[src/rtl/dm_access_unit.sv]
// MEM-stage data-memory access unit: drives a word-wide SRAM port with an ack handshake,
// builds store byte lanes, extends load data, and reports misalignment and bus timeouts.
module dm_access_unit #(
  parameter int unsigned AW      = 10,
  parameter int unsigned TIMEOUT = 15
) (
  input  logic          clk,
  input  logic          rst,
  input  logic          dm_wr,
  input  logic          dm_rd,
  input  logic [1:0]    save_type,
  input  logic [2:0]    lext_op,
  input  logic [31:0]   addr,
  input  logic [31:0]   wdata,
  output logic          mem_stall,
  output logic [31:0]   rdata,
  output logic          rdata_valid,
  output logic          misalign,
  output logic          bus_err,
  output logic          sram_en,
  output logic [3:0]    sram_we,
  output logic [AW-1:0] sram_addr,
  output logic [31:0]   sram_wdata,
  input  logic [31:0]   sram_rdata,
  input  logic          sram_ack
);

  localparam int unsigned CW = $clog2(TIMEOUT + 1);

  typedef enum logic [1:0] {StIdle, StBusy, StDone} state_e;

  state_e        state_q;
  logic [CW-1:0] cnt_q;
  logic          store_q;
  logic [1:0]    off_q;
  logic [2:0]    lext_q;

  logic          req;
  logic          acc_byte;
  logic          acc_half;
  logic          aligned;
  logic          start;
  logic [3:0]    we_next;
  logic [31:0]   wdata_next;
  logic [7:0]    ld_byte;
  logic [15:0]   ld_half;
  logic [31:0]   ld_ext;

  // Upper address bits lie outside the SRAM window.
  logic unused_addr;
  assign unused_addr = ^addr[31:AW+2];

  always_comb begin
    req = dm_wr | dm_rd;
    // A simultaneous store and load request is treated as a store.
    if (dm_wr) begin
      acc_byte = (save_type == 2'b10);
      acc_half = (save_type == 2'b01);
    end else begin
      acc_byte = (lext_op == 3'b001) || (lext_op == 3'b010);
      acc_half = (lext_op == 3'b011) || (lext_op == 3'b100);
    end
    aligned = acc_byte | (acc_half & ~addr[0]) | (~acc_byte & ~acc_half & (addr[1:0] == 2'b00));

    we_next    = 4'b0000;
    wdata_next = wdata;
    if (dm_wr) begin
      case (save_type)
        2'b01: begin
          we_next    = addr[1] ? 4'b1100 : 4'b0011;
          wdata_next = {2{wdata[15:0]}};
        end
        2'b10: begin
          we_next    = 4'b0001 << addr[1:0];
          wdata_next = {4{wdata[7:0]}};
        end
        default: we_next = 4'b1111;
      endcase
    end

    start     = (state_q == StIdle) & req & ~rst;
    mem_stall = (state_q == StBusy) | (start & aligned);
    misalign  = start & ~aligned;
  end

  always_comb begin
    ld_byte = sram_rdata[{off_q, 3'b000} +: 8];
    ld_half = off_q[1] ? sram_rdata[31:16] : sram_rdata[15:0];
    case (lext_q)
      3'b001:  ld_ext = {{24{ld_byte[7]}}, ld_byte};
      3'b010:  ld_ext = {24'b0, ld_byte};
      3'b011:  ld_ext = {{16{ld_half[15]}}, ld_half};
      3'b100:  ld_ext = {16'b0, ld_half};
      default: ld_ext = sram_rdata;
    endcase
  end

  always_ff @(posedge clk) begin
    if (rst) begin
      state_q     <= StIdle;
      cnt_q       <= '0;
      store_q     <= 1'b0;
      off_q       <= 2'b00;
      lext_q      <= 3'b000;
      rdata       <= '0;
      rdata_valid <= 1'b0;
      bus_err     <= 1'b0;
      sram_en     <= 1'b0;
      sram_we     <= '0;
      sram_addr   <= '0;
      sram_wdata  <= '0;
    end else begin
      rdata_valid <= 1'b0;
      bus_err     <= 1'b0;
      case (state_q)
        StIdle: begin
          if (req && aligned) begin
            store_q    <= dm_wr;
            off_q      <= addr[1:0];
            lext_q     <= lext_op;
            sram_addr  <= addr[AW+1:2];
            sram_we    <= we_next;
            sram_wdata <= wdata_next;
            cnt_q      <= '0;
            sram_en    <= 1'b1;
            state_q    <= StBusy;
          end
        end
        StBusy: begin
          if (sram_ack) begin
            sram_en <= 1'b0;
            state_q <= StDone;
            if (!store_q) begin
              rdata       <= ld_ext;
              rdata_valid <= 1'b1;
            end
          end else if (cnt_q == CW'(TIMEOUT)) begin
            sram_en <= 1'b0;
            state_q <= StDone;
            bus_err <= 1'b1;
            if (!store_q) begin
              rdata       <= '0;
              rdata_valid <= 1'b1;
            end
          end else begin
            cnt_q <= cnt_q + 1'b1;
          end
        end
        StDone:  state_q <= StIdle;
        default: state_q <= StIdle;
      endcase
    end
  end

endmodule

[config.mk]
export PLATFORM = sky130hd
export DESIGN_NAME = dm_access_unit
export DESIGN_NICKNAME = d
export VERILOG_FILES = /design/src/rtl/dm_access_unit.sv
export SDC_FILE = /design/constraint.sdc
export NUM_CORES = 1
export LEC_CHECK = 0
export ABC_CLOCK_PERIOD_IN_PS = 3600
export BUFFER_PORTS_ARGS = -buffer_cell sky130_fd_sc_hd__buf_2
export CORE_UTILIZATION = 52
export CTS_CLUSTER_SIZE = 12
export DETAILED_ROUTE_END_ITERATION = 8
export PLACE_DENSITY = 0.88
export REMOVE_ABC_BUFFERS = 1
export SLEW_MARGIN = 20
export SYNTH_ARGS = -nofsm -noshare
export SYNTH_HDL_FRONTEND = slang
export SYNTH_SLANG_ARGS = --single-unit
[constraint.sdc]
create_clock -name clk -period 3.6 [get_ports clk]
set_input_delay 0.36 -clock clk [delete_from_list [all_inputs] [get_ports clk]]
set_output_delay 0.36 -clock clk [all_outputs]
set_load 0.02 [all_outputs]
==> flow_summary.yaml <==
pwr:
  power_density_mw_per_mm2: 453
  p_leak_uw: 0.00234
  max-vdd-ir-drop_mv: 0.373
synthesis:
  yosys_warnings: 0
  synth_most_common_cell: "nand2_1"
  postSynthAreaPerCell_sq_um: 7.87
  synth_cell_types: 52
  synth_area_leaders: "dfxtp_1 (42%), nand2_1 (10%), a21oi_1 (8.3%)"
  seq_area_frac_synth_pct: 41.7
  synth_edf_count: 0
  syn-instance-count: 567
  yosysTopAreaCellShare_pct: 41.7
  synth_common_cells: "nand2_1 (123), dfxtp_1 (93), a21oi_1 (74), nor2_1 (43), o21ai_1 (33)"
  ys_seq_elements: 93
  ys.flop_type: "dfxtp_1"
  async_flop_share_pct: 0
  netlist_area_sq_mm: 0.00446
  yosysTopAreaCell: "dfxtp_1"
critical_path:
  cp_slowest_cell: "a31o_4"
  criticalPathCategory: "in -> out"
  cp_cell_sequence: "buf_2 > ha_1 > a31oi_1 > a31o_4 > o21ai_1 > buf_2"
  ff2ff_setup_slack_ns: 1.23
  cp_slowest_stage_delay_ns: 0.57
  cp_max_fo: 42
  critPathCaptureType: "output port"
  crit_arrival_ns: 2.22
  cpMostUsedCell: "buf_2"
  worstPathRequired_ns: 3.24
  startpoint_type: "input pin"
place:
  gp_congestion: 0.862
  io_buffer_count: 168
  dp_hpwl_microns: 8940
  place_inst: 804
  pre_cts_ws_ns: 1.02
global_routing:
  grt_pass1_wl_microns: 20000
  grt_max_degree: 46
  antenna_found_initial: 0
  grt_pass1_vias: 4298
  track_usage_pct: 28.4
  overflow: 0
sta:
  relSlewSlack_pct: 45.4
  min_period_over_period_pct: 71.6
  finalHoldViolCount: 0
  setup_slack_ns: 1.02
  fin_tns_setup_ns: 0
  worst_pin_slew_ns: 0.818
  clock_skew_ns: 0.00956
  rsz0062_at_grt: "no"
  setup_violations: 0
  fin_crit_ns: 2.58
  slew_viol_final: 0
  fmax_ghz: 0.388
final_layout:
  num-nets-final: 819
  drive_above_1_share_pct: 28.4
  n_antenna_cell: 0
  finalNonFillerCells: 819
  layout-area-overhead-vs-synth_pct: 23.2
  fillers: 702
hold_path:
  worstHoldPathType: "in -> reg"
detailed_routing:
  detail-route-antenna-nets: 0
  wire_per_inst_microns: 15.6
  drt_iter0_markers: 233
  drtPass1Iterations: 5
  wl_microns: 12800
  route.vias.total: 4797
  viasPerCell: 5.86
  drc: 0
clock_tree:
  cts_buffers: 9
  cts_tree: "yes"
  cts_setup_buffers: 0
  cts_buffer_depth: 2
  htreeDepth: 3
  cts_resized: 0
  hold_buffers: 0
  worstSkewPairLatency_ns: 0.35
  cts.sinks: 93
  clock-root-buffer: "clkbuf_8"
  path_clk_slew_ns: 0.09
floorplanning:
  std_cell_rows: 33
  io_pins: 189
  dieHeight_microns: 94.6
  coreArea_sq_mm: 0.00826
  dieArea_sq_mm: 0.00895
  die_x_microns: 94.6
  start_util_pct: 54.0
run:
  maxCapViolCount: 0
outcome:
  outcome: "finished, final reports clean"
[kinds of logic after synthesis]
| kind of cell | after synthesis | share of synthesized area, % |
|---|---|---|
| AO/OA/AOI/OAI | 200 | 29.5 |
| adder cells (fa/ha/maj) | 3 | 0.841 |
| multiplexers | 9 | 2.30 |
| AND/OR/NAND/NOR | 208 | 19.6 |
| XOR/XNOR | 4 | 0.785 |
| flip-flops | 93 | 41.7 |
| buffers and inverters | 50 | 5.24 |
[per-stage QoR]
step           total power (uW)  hold slack [ns]  util, %  cell area (sq um)
6_report                   2490            0.213     66.6               5500
5_1_grt                    2630            0.200     66.6               5500
4_1_cts                    2500            0.202     66.4               5490
3_5_place_dp               1800            0.436     64.1               5290
3_3_place_gp               1780            0.429     64.1               5290
2_1_floorplan              1560            0.429        -               4250
[worst max-delay path: cells and delay by family]
| kind | cells | cell delay, ns |
|---|---|---|
| AOI/OAI and AO/OA | 3 | 1.19 |
| adders and majority gates | 1 | 0.38 |
| buffers and inverters | 2 | 0.28 |
[flip-flops by register name (all words and copies together), names as in the netlist, 2 cells and up]
| name | count |
|---|---|
| cnt_q | 4 |
| sram_wdata | 32 |
| sram_we | 4 |
| rdata | 32 |
| lext_q | 3 |
| state_q | 2 |
| off_q | 2 |
| sram_addr | 10 |
[power by group]
group / leakage [uW] / switching [uW] / internal, uW / total (uW)
Sequential: 0.000759 / 54.9 / 1100 / 1160
Combinational: 0.00149 / 402 / 227 / 630
Clock: 0.0000948 / 368 / 338 / 706
[final timing paths]
check                                   from         to  cells after the start
worst max-delay path            save_type[0]  mem_stall                      6
worst min-delay path                sram_ack    bus_err                      2
worst max register to register     lext_q[1]  rdata[31]                      5
worst min register to register     rdata[28]  rdata[28]                      2
[final cells by class]
type / instances / area [sq um] / area share (%)
multi-input cells: 424 / 2380 / 43.4
inverters: 6 / 22.5 / 0.410
flip-flops and latches: 93 / 1860 / 33.9
repair buffers: 176 / 901 / 16.4
clock buffers: 10 / 138 / 2.50
well taps: 105 / 131 / 2.39
clock inverters: 5 / 58.8 / 1.07
[layer usage]
layer / GRT usage, % / vias up / routed length, microns
li1: - / 2300 / -
met1: 33.2 / 2228 / 5120
met2: 48.6 / 244 / 6150
met3: 9.10 / 25 / 1230
met4: 9.97 / 0 / 269
met5: 0 / - / 0
[layout by cell type (no fill, tap or decap), drive strengths merged, types with 10 or more instances in the layout]
cell,Yosys,final
buf,17,176
o211ai,17,17
dfxtp,93,93
clkbuf,27,10
nor3,10,10
a21oi,75,75
a221oi,16,16
nand2,123,123
nor2,43,43
nand2b,12,12
o21ai,45,45
(Power assumes the default switching activity.)
